### src/rtl/nanotrade_cb_pkg.sv
// Shared encodings for the circuit-breaker trigger scheduler.
package nanotrade_cb_pkg;

  localparam logic [2:0] C_NORMAL = 3'd0;
  localparam logic [2:0] C_FLASH  = 3'd3;
  localparam logic [2:0] C_IMB    = 3'd4;
  localparam logic [2:0] C_STUFF  = 3'd5;

  localparam logic [1:0] CB_NORMAL   = 2'b00;
  localparam logic [1:0] CB_THROTTLE = 2'b01;
  localparam logic [1:0] CB_WIDEN    = 2'b10;
  localparam logic [1:0] CB_PAUSE    = 2'b11;

  typedef enum logic [2:0] {
    S_IDLE     = 3'd0,
    S_ISSUE    = 3'd1,
    S_WAIT_ACK = 3'd2,
    S_ACTIVE   = 3'd3,
    S_HOLDOFF  = 3'd4
  } sched_state_t;

  function automatic logic [1:0] severity(input logic [2:0] cls);
    case (cls)
      C_FLASH: severity = 2'd3;
      C_IMB:   severity = 2'd2;
      C_STUFF: severity = 2'd1;
      default: severity = 2'd0;
    endcase
  endfunction

endpackage

### src/rtl/cb_src_slot.sv
// One pending-trigger slot: intake, clear on grant, stale drop.
module cb_src_slot
  import nanotrade_cb_pkg::*;
#(
  parameter int CONF_BITS = 8,
  parameter int MAX_AGE   = 255
) (
  input  logic                 clk,
  input  logic                 rst,
  input  logic                 in_valid,
  input  logic [2:0]           in_class,
  input  logic [CONF_BITS-1:0] in_conf,
  input  logic                 grant,
  output logic                 full,
  output logic [2:0]           cls,
  output logic [CONF_BITS-1:0] conf,
  output logic                 drop_pulse
);

  localparam int AW = $clog2(MAX_AGE + 1);

  logic [AW-1:0] age;
  logic          accept;

  // Non-triggering classes complete the handshake but are never stored.
  assign accept     = in_valid && !full && (severity(in_class) != 2'd0);
  assign drop_pulse = full && !grant && (age == AW'(MAX_AGE));

  always_ff @(posedge clk or posedge rst) begin
    if (rst) begin
      full <= 1'b0;
      cls  <= '0;
      conf <= '0;
      age  <= '0;
    end else if (accept) begin
      full <= 1'b1;
      cls  <= in_class;
      conf <= in_conf;
      age  <= '0;
    end else if (full) begin
      if (grant || drop_pulse) begin
        full <= 1'b0;
        age  <= '0;
      end else begin
        age <= age + AW'(1);
      end
    end
  end

endmodule

### src/rtl/cb_trigger_scheduler.sv
// Arbitrates buffered anomaly triggers onto the single breaker trigger input.
module cb_trigger_scheduler
  import nanotrade_cb_pkg::*;
#(
  parameter int N_SRC     = 3,
  parameter int CONF_BITS = 8,
  parameter int MAX_AGE   = 255,
  parameter int ACK_TMO   = 4,
  parameter int HOLDOFF   = 16
) (
  input  logic                           clk,
  input  logic                           rst,
  input  logic [N_SRC-1:0]               src_valid,
  input  logic [3*N_SRC-1:0]             src_class,
  input  logic [CONF_BITS*N_SRC-1:0]     src_conf,
  output logic [N_SRC-1:0]               src_ready,
  input  logic [1:0]                     cb_state,
  input  logic                           cb_active,
  output logic                           trig_valid,
  output logic [2:0]                     trig_class,
  output logic [CONF_BITS-1:0]           trig_conf,
  output logic [2:0]                     grant_src,
  output logic [2:0]                     sched_state,
  output logic [7:0]                     drop_cnt,
  output logic [7:0]                     tmo_cnt
);

  localparam int IW   = $clog2(N_SRC);
  localparam int TW_A = $clog2(ACK_TMO);
  localparam int TW_H = (HOLDOFF > 1) ? $clog2(HOLDOFF) : 1;
  localparam int TW   = (TW_A > TW_H) ? TW_A : TW_H;

  logic [N_SRC-1:0]     slot_full, slot_grant, slot_drop;
  logic [2:0]           slot_cls  [N_SRC];
  logic [CONF_BITS-1:0] slot_conf [N_SRC];

  logic [IW-1:0]        rr_ptr, best_idx, idx;
  logic [IW:0]          sum;
  logic [CONF_BITS+1:0] best_key, key;
  logic                 best_found, any_full, issue_go, tmo_hit;
  logic [8:0]           drop_acc;
  logic [7:0]           drop_next;

  sched_state_t  state, state_nxt;
  logic [TW-1:0] tmr, tmr_nxt;

  assign src_ready   = ~slot_full;
  assign any_full    = |slot_full;
  assign sched_state = state;

  for (genvar i = 0; i < N_SRC; i++) begin : g_slot
    assign slot_grant[i] = issue_go && (best_idx == IW'(i));

    cb_src_slot #(
      .CONF_BITS(CONF_BITS),
      .MAX_AGE  (MAX_AGE)
    ) u_slot (
      .clk       (clk),
      .rst       (rst),
      .in_valid  (src_valid[i]),
      .in_class  (src_class[3*i +: 3]),
      .in_conf   (src_conf[CONF_BITS*i +: CONF_BITS]),
      .grant     (slot_grant[i]),
      .full      (slot_full[i]),
      .cls       (slot_cls[i]),
      .conf      (slot_conf[i]),
      .drop_pulse(slot_drop[i])
    );
  end

  // Scan starts at rr_ptr with a strict compare, so full ties resolve round-robin.
  always_comb begin
    best_found = 1'b0;
    best_idx   = '0;
    best_key   = '0;
    sum        = '0;
    idx        = '0;
    key        = '0;
    for (int unsigned k = 0; k < N_SRC; k++) begin
      sum = {1'b0, rr_ptr} + (IW+1)'(k);
      if (sum >= (IW+1)'(N_SRC)) sum = sum - (IW+1)'(N_SRC);
      idx = sum[IW-1:0];
      key = {severity(slot_cls[idx]), slot_conf[idx]};
      if (slot_full[idx] && (!best_found || key > best_key)) begin
        best_found = 1'b1;
        best_idx   = idx;
        best_key   = key;
      end
    end
  end

  always_comb begin
    drop_acc = {1'b0, drop_cnt};
    for (int unsigned k = 0; k < N_SRC; k++) begin
      drop_acc = drop_acc + 9'(slot_drop[k]);
    end
    drop_next = (drop_acc > 9'd255) ? 8'hFF : drop_acc[7:0];
  end

  always_ff @(posedge clk or posedge rst) begin
    if (rst) begin
      state <= S_IDLE;
      tmr   <= '0;
    end else begin
      state <= state_nxt;
      tmr   <= tmr_nxt;
    end
  end

  always_comb begin
    state_nxt = state;
    tmr_nxt   = tmr;
    issue_go  = 1'b0;
    tmo_hit   = 1'b0;
    case (state)
      S_IDLE: begin
        if (any_full && cb_state == CB_NORMAL && !cb_active) begin
          issue_go  = 1'b1;
          state_nxt = S_ISSUE;
        end
      end
      S_ISSUE: begin
        state_nxt = S_WAIT_ACK;
        tmr_nxt   = '0;
      end
      S_WAIT_ACK: begin
        if (cb_active) begin
          state_nxt = S_ACTIVE;
        end else if (tmr == TW'(ACK_TMO - 1)) begin
          tmo_hit   = 1'b1;
          state_nxt = S_IDLE;
        end else begin
          tmr_nxt = tmr + TW'(1);
        end
      end
      S_ACTIVE: begin
        if (!cb_active) begin
          if (HOLDOFF == 0) begin
            state_nxt = S_IDLE;
          end else begin
            state_nxt = S_HOLDOFF;
            tmr_nxt   = '0;
          end
        end
      end
      S_HOLDOFF: begin
        if (tmr == TW'(HOLDOFF - 1)) state_nxt = S_IDLE;
        else                         tmr_nxt   = tmr + TW'(1);
      end
      default: state_nxt = S_IDLE;
    endcase
  end

  always_ff @(posedge clk or posedge rst) begin
    if (rst) begin
      trig_valid <= 1'b0;
      trig_class <= '0;
      trig_conf  <= '0;
      grant_src  <= '0;
      rr_ptr     <= '0;
      drop_cnt   <= '0;
      tmo_cnt    <= '0;
    end else begin
      trig_valid <= issue_go;
      drop_cnt   <= drop_next;
      if (tmo_hit && tmo_cnt != 8'hFF) tmo_cnt <= tmo_cnt + 8'd1;
      if (issue_go) begin
        trig_class <= slot_cls[best_idx];
        trig_conf  <= slot_conf[best_idx];
        grant_src  <= 3'(best_idx);
        rr_ptr     <= (best_idx == IW'(N_SRC - 1)) ? '0 : best_idx + IW'(1);
      end
    end
  end

endmodule

### config.mk
export PLATFORM = sky130hd
export DESIGN_NAME = cb_trigger_scheduler
export DESIGN_NICKNAME = d
export VERILOG_FILES = /design/src/rtl/nanotrade_cb_pkg.sv /design/src/rtl/cb_src_slot.sv /design/src/rtl/cb_trigger_scheduler.sv
export SDC_FILE = /design/constraint.sdc
export NUM_CORES = 1
export LEC_CHECK = 0
export BUFFER_PORTS_ARGS = -buffer_cell sky130_fd_sc_hd__buf_2
export CAP_MARGIN = 20
export CORE_ASPECT_RATIO = 2
export CORE_MARGIN = 8
export CORE_UTILIZATION = 55
export DETAILED_ROUTE_END_ITERATION = 12
export GPL_TIMING_DRIVEN = 0
export PLACE_DENSITY = 0.87
export SYNTH_ARGS = -nofsm -noshare
export SYNTH_HDL_FRONTEND = slang
export SYNTH_SLANG_ARGS = --single-unit
### constraint.sdc
create_clock -name clk -period 9.89 [get_ports clk]
set_input_delay 1.4835 -clock clk [delete_from_list [all_inputs] [get_ports clk]]
set_output_delay 1.4835 -clock clk [all_outputs]
set_load 0.02 [all_outputs]
# Yosys cells after proc, flatten, opt, wreduce, memory -nomap -nowiden
# Index checks and enable logic that the tools add are counted.
[totals] register_bits=99 output_inout_bits=37 word_cells=219
[op_classes] add_sub_neg=14 order_cmp=13 eq_ne=37 n_mux=82 bitwise=5 n_reduce_logical=47
[op_table] operator="8-bit 2-to-1 mux" n=18
[op_table] operator="8-bit binary-select mux with 2-bit select" n=4
[op_table] operator="3-bit == test (second input constant)" n=13
[op_table] operator="3-bit 2-to-1 mux" n=13
[op_table] operator="2-bit case mux with 3 select lines" n=6
[op_table] operator="8-bit by 1-bit adder with 8-bit output (second input constant)" n=4
[op_table] operator="3-bit binary-select mux with 2-bit select" n=4
[op_table] operator="3-bit by 2-bit == test with 1-bit output (second input constant)" n=8
[op_table] operator="8-bit == test (second input constant)" n=3
[op_table] operator="10-bit > comparator" n=2
[op_table] operator="1-bit logical AND" n=20
[op_table] operator="10-bit 2-to-1 mux" n=2
[op_table] operator="1-bit 2-to-1 mux" n=19
[op_table] operator="9-bit by 1-bit adder with 9-bit output" n=2
[op_table] operator="4-bit 2-to-1 mux" n=4
[op_table] operator="4-bit case mux with 4 select lines" n=1
[op_table] operator="3-bit case mux with 5 select lines" n=1
[op_table] operator="2-bit 2-to-1 mux" n=7
[op_table] operator="3-bit greater-or-equal comparator (second input constant)" n=4
[op_table] operator="2-bit inequality test (second input constant)" n=6
[op_table] operator="2-bit inverter with 3-bit output" n=4
[op_table] operator="2-bit nonzero test" n=6
[op_table] operator="8-bit by 1-bit adder with 9-bit output" n=1
[op_table] operator="9-bit by 8-bit > comparator with 1-bit output (second input constant)" n=1
[op_table] operator="25 further kinds" n=45

# Logic depth before layout (Yosys ltp)
[depth] ltp_word=27 depth_mapped=35 ltp_nobuf=31

# Modules after synthesis
# Synthesis repeated with hierarchy kept, for this count alone.
[hier_totals] hier_cells=733 hier_area_um2=6488.7
[by_module_without_submodules] mod="cb_trigger_scheduler" instances=1 cells_per_inst=466 area_each_um2=3632.2 seq_area_each_um2=975.9
[by_module_without_submodules] mod="cb_src_slot" instances=3 cells_per_inst=89 area_each_um2=952.2 seq_area_each_um2=500.5

# Least setup slack after synthesis
# Ideal clock, no wire load.
[synth_timing] path_type="reg-to-reg" startpoint="reg rr_ptr[0]" endpoint="reg drop_cnt[0]" t_arrival_ns=6.903 setup_slack_ns=2.917 path_stages_with_launch=33 n_path_buf=5 cell_sequence="dfrtp_1 -> inv_1 -> ha_1 -> clkbuf_1 -> clkbuf_1 -> clkbuf_1 -> nor2_1 -> a21oi_1 -> o21ai_0 -> ha_1 -> a21oi_1 -> o21ai_0 -> a2111oi_2 -> o21ai_1 -> clkbuf_1 -> a21oi_1 -> ha_1 -> a21oi_1 -> o21ai_0 -> a2111o_1 -> a21oi_1 -> and4_1 -> a32oi_1 -> buf_2 -> nand2_1 -> nor2_1 -> fa_1 -> ha_1 -> inv_1 -> fa_1 -> nor2_1 -> nand3_1 -> nand2b_1"
[synth_via] elab_chain_len=27 word_cells_on_any_way=85 cone_classes="add/sub: 8; order compare: 6; eq/ne: 11; mux: 38; bitwise: 3; reduce/logical: 19"
[synth_lines] item="from (decl)" line="cb_trigger_scheduler.sv:37" source="logic [IW-1:0] rr_ptr, best_idx, idx;"
[synth_lines] item="from (signal assigned)" line="cb_trigger_scheduler.sv:171" source="rr_ptr <= (best_idx == IW'(N_SRC - 1)) ? '0 : best_idx + IW'(1);"
[synth_lines] item="2-bit by 1-bit adder with 3-bit output (tied with other cells)" line="cb_trigger_scheduler.sv:80" source="sum = {1'b0, rr_ptr} + (IW+1)'(k);"
[synth_lines] item="3-bit by 2-bit greater-or-equal comparator with 1-bit output (tied with other cells)" line="cb_trigger_scheduler.sv:81" source="if (sum >= (IW+1)'(N_SRC)) sum = sum - (IW+1)'(N_SRC);"
[synth_lines] item="2-bit 2-to-1 mux / 2-bit inverter with 3-bit output (equally long branches)" line="cb_trigger_scheduler.sv:81, cb_trigger_scheduler.sv:83"
[synth_lines] item="2-bit inverter with 3-bit output (not written as such) / 3-bit binary-select mux with 2-bit select (equally long branches)" line="cb_trigger_scheduler.sv:83" source="key = {severity(slot_cls[idx]), slot_conf[idx]};"
[synth_lines] item="3-bit binary-select mux with 2-bit select / 3-bit 2-to-1 mux (equally long branches)" line="cb_trigger_scheduler.sv:83"
[synth_lines] item="3-bit 2-to-1 mux (not written as such)" line="cb_trigger_scheduler.sv:83"
[synth_lines] item="3-bit 2-to-1 mux (not written as such) (tied with other cells)" line="cb_trigger_scheduler.sv:83"
[synth_lines] item="3-bit == test (tied with other cells)" line="nanotrade_cb_pkg.sv:23" source="case (cls)"
[synth_lines] item="[11 not listed]"
[synth_lines] item="1-bit logical NOT" line="cb_src_slot.sv:27" source="assign drop_pulse = full && !grant && (age == AW'(MAX_AGE));"
[synth_lines] item="1-bit logical AND (2 in a row)" line="cb_src_slot.sv:27"
[synth_lines] item="8-bit by 1-bit adder with 9-bit output" line="cb_trigger_scheduler.sv:95" source="drop_acc = drop_acc + 9'(slot_drop[k]);"
[synth_lines] item="9-bit by 1-bit adder with 9-bit output" line="cb_trigger_scheduler.sv:95"
[synth_lines] item="9-bit by 1-bit adder with 9-bit output (*)" line="cb_trigger_scheduler.sv:95"
[synth_lines] item="9-bit by 8-bit > comparator with 1-bit output" line="cb_trigger_scheduler.sv:97" source="drop_next = (drop_acc > 9'd255) ? 8'hFF : drop_acc[7:0];"
[synth_lines] item="8-bit 2-to-1 mux (*)" line="cb_trigger_scheduler.sv:97"
[synth_lines] item="via drop_next[0]" line="cb_trigger_scheduler.sv:42" source="logic [7:0] drop_next;"
[synth_lines] item="to (signal assigned)" line="cb_trigger_scheduler.sv:165" source="drop_cnt <= drop_next;"
[synth_lines] item="to (decl)" line="cb_trigger_scheduler.sv:24" source="output logic [7:0] drop_cnt,"
# Mark *: on every way through the listed nets, which the timed path passes. The rest lies on a longest branch. The select of a mux whose other input is x is not followed.
# A chain may end at the register's enable or synchronous reset.

# Final worst setup path
[layout_timing] startpoint="reg rr_ptr[0]" endpoint="reg drop_cnt[1]"
# Same word-level chain as after synthesis.

==> qor.json <==
{
  "tritoncts_num_sinks": {"value": 99},
  "reg2reg_to": {"value": "drop_cnt[1]"},
  "synth.cell_area": {"value": 6260, "unit": "um2"},
  "die_height": {"value": 167, "unit": "um"},
  "fin_crit": {"value": 8950, "unit": "ps"},
  "critical_path.startpoint_type": {"value": "register"},
  "worst_path_most_repeated_cell": {"value": "sky130_fd_sc_hd__a21oi_1"},
  "dieArea": {"value": 15300, "unit": "um2"},
  "synthTopCellsByArea": {"value": "sky130_fd_sc_hd__dfrtp_1, sky130_fd_sc_hd__ha_1, sky130_fd_sc_hd__nand2_1, sky130_fd_sc_hd__o21ai_0, sky130_fd_sc_hd__nor2_1"},
  "clk-insertion-delay-late": {"value": 350, "unit": "ps"},
  "min_delay_path_depth": {"value": 1},
  "cts_tree": {"value": "built"},
  "cp-startpoint": {"value": "rr_ptr[0]"},
  "place_worst_setup_slack": {"value": 1190, "unit": "ps"},
  "via_count_of_the_first_global_routing_pass": {"value": 6154},
  "drt_pre_antenna_iters": {"value": 5},
  "final-hold-violation-count": {"value": 0},
  "worst_setup_hold_path_clk_slew": {"value": 60, "unit": "ps"},
  "number_of_buffers_added_for_setup_after_cts": {"value": 0},
  "layout_worst_path_cycle_share": {"value": 90.5, "unit": "%"},
  "slowest_delay": {"value": 700, "unit": "ps"},
  "layout.nets": {"value": 881},
  "synthToLayoutAreaGrowth": {"value": 13.8, "unit": "%"},
  "netlist.top_cell.by_area": {"value": "sky130_fd_sc_hd__dfrtp_1"},
  "worst-path-buf-inv": {"value": 7},
  "groute.usage.overall": {"value": 23.9, "unit": "%"},
  "grt_max_degree": {"value": 72},
  "worst_r2r_src": {"value": "rr_ptr[0]"},
  "achievable-frequency": {"value": 112, "unit": "MHz"},
  "wirelength": {"value": 18100, "unit": "um"},
  "cts-buffers-inserted": {"value": 9},
  "syn_area_per_cell": {"value": 8.69, "unit": "um2"},
  "grt_setup_unrepaired": {"value": "false"},
  "drc_errors": {"value": 0},
  "antennaDiodeCount": {"value": 0},
  "start_util": {"value": 55.9, "unit": "%"},
  "post_cts_resized": {"value": 0},
  "synth_top_cell_area_share": {"value": 39.5, "unit": "%"},
  "hold_buffers": {"value": 0},
  "core_area": {"value": 11200, "unit": "um2"},
  "post_route_skew": {"value": 6.55, "unit": "ps"},
  "stdcell_count": {"value": 955},
  "max_slew.worst_pin.slew": {"value": 1180, "unit": "ps"},
  "min-delay-path-class": {"value": "register to register"},
  "die_width": {"value": 91.5, "unit": "um"},
  "async_reset_ff_share": {"value": 100, "unit": "%"},
  "ios": {"value": 78},
  "global_route_wire_length_before_repair": {"value": 29500, "unit": "um"},
  "cp-endpoint": {"value": "drop_cnt[1]"},
  "cp.arrival": {"value": 9230, "unit": "ps"},
  "post-place-cells": {"value": 939},
  "status": {"value": "complete, no violations"},
  "setup.worst_path.class": {"value": "register to register"},
  "dr.first_iter.drc_count": {"value": 430},
  "synth.yosys.warnings": {"value": 0},
  "rrSetupSlack": {"value": 940, "unit": "ps"},
  "synthesis.instances": {"value": 721},
  "synth_top_cells_by_count": {"value": "sky130_fd_sc_hd__dfrtp_1, sky130_fd_sc_hd__nand2_1, sky130_fd_sc_hd__o21ai_0"},
  "critical_path.endpoint_type": {"value": "register"},
  "slew_headroom": {"value": 21.1, "unit": "%"},
  "cts.path.max_buffers": {"value": 2},
  "syn-num-nets": {"value": 794},
  "avgViaCountPerCell": {"value": 6.18},
  "timing.critical_path.depth": {"value": 32},
  "library_cells_used_by_synthesis": {"value": 59},
  "post_synth_edffs": {"value": 0},
  "detail-route-antenna-nets": {"value": 0},
  "gr-total-overflow": {"value": 0},
  "setup_ws": {"value": 936, "unit": "ps"},
  "grt_antenna_before_repair": {"value": 0},
  "htree_num_levels": {"value": 3},
  "io_buffer_count": {"value": 75},
  "critPathSlowestCell": {"value": "sky130_fd_sc_hd__a2111oi_2"},
  "maxSlewViolCount": {"value": 0},
  "finalSetupViolCount": {"value": 0},
  "crit_family": {"value": "compound AO/OA/AOI/OAI gates"},
  "synth.ff_latch_count": {"value": 99},
  "routed-via-count": {"value": 5902},
  "gp_congestion": {"value": 0.989},
  "dpl.hpwl": {"value": 13300, "unit": "um"},
  "postLayoutCoreUtil": {"value": 63.6, "unit": "%"},
  "layout-drive-gt1-share": {"value": 16.6, "unit": "%"},
  "cts.root.buffer_cell": {"value": "sky130_fd_sc_hd__clkbuf_16"},
  "path_max_fanout": {"value": 10},
  "avgRoutedWirePerCell": {"value": 18.9, "unit": "um"},
  "maxCapViolations": {"value": 0},
  "final_layout_setup_total_negative_slack": {"value": 0, "unit": "ps"},
  "synth_seq_area_share": {"value": 39.5, "unit": "%"},
  "ys_dominant_reg_cell": {"value": "sky130_fd_sc_hd__dfrtp_1"},
  "cp_data_required_time": {"value": 10170, "unit": "ps"},
  "worstRegToRegCells": {"value": 32},
  "floorplan.rows": {"value": 55}
}
==> how the worst min path moves through the flow <==
stage / from / slack, ps / endpoint
after floorplan: g_slot[0].u_slot.age[0] / 460 / g_slot[0].u_slot.age[0]
after CTS: tmo_cnt[4] / 490 / tmo_cnt[4]
after global placement: grant_src[1] / 470 / grant_src[1]
after detailed placement: tmo_cnt[4] / 470 / tmo_cnt[4]
after global routing: grant_src[1] / 510 / grant_src[1]
final: tmo_cnt[6] / 490 / tmo_cnt[6]
==> state kept, by name, indices dropped and copies added (netlist names) <==
signal,cells
g_slot.u_slot.age,24
g_slot.u_slot.conf,24
g_slot.u_slot.cls,9
drop_cnt,8
tmo_cnt,8
trig_conf,8
tmr,4
g_slot.u_slot.full,3
sched_state,3
trig_class,3
grant_src,2
rr_ptr,2
trig_valid,1
==> stage by stage <==
stage	cell area [um2]	hold slack (ps)
global route	7130	510
global placement	6820	474
CTS	7130	490
finish	7130	487
floorplan	6260	464
detailed placement	6850	472
==> kinds of logic (layout without fill, tap and decap cells) <==
kind of cell	count (synthesis)	in the layout	synth area share [%]
XOR/XNOR	20	20	2.80
flip-flops	99	99	39.5
adder cells (fa/ha/maj)	32	32	6.63
other	1	1	0.0599
AO/OA/AOI/OAI	196	196	19.7
buffers and inverters	61	153	4.19
AND/OR/NAND/NOR	274	274	20.6
multiplexers	38	38	6.53
==> cell type report <==
class                           count  area (um2)
Tap cell                          142         178
Clock inverter                      3        22.5
Clock buffer                       13         260
Buffer                             34         161
Sequential cell                    99        2480
Multi-Input combinational cell    561        3520
Inverter                           27         104
Fill cell                         940        4090
Timing Repair Buffer               76         403
==> layout by cell type (no fill, tap or decap), drive strengths merged, types with 18 or more instances in the layout <==
cell,instances
nand3,18
a21oi,46
mux2i,18
buf,89
dfrtp,99
inv,26
o21ai,75
ha,30
clkbuf,34
nand2,99
mux2,20
nor2,70
==> routing by layer <==
metal  track usage [%]  part of all wire, %  wire length [um]  up-vias
met5                 0                    0                 0        -
met4              16.7                  5.9              1060        0
met3              5.72                  6.4              1160       77
met2              43.1                   53              9600      224
met1              22.9                   35              6240     2874
li1                  -                    -                 -     2727
Power is not shown: default switching activity piles up to over one toggle a cycle in this logic, so the estimate is an artifact.
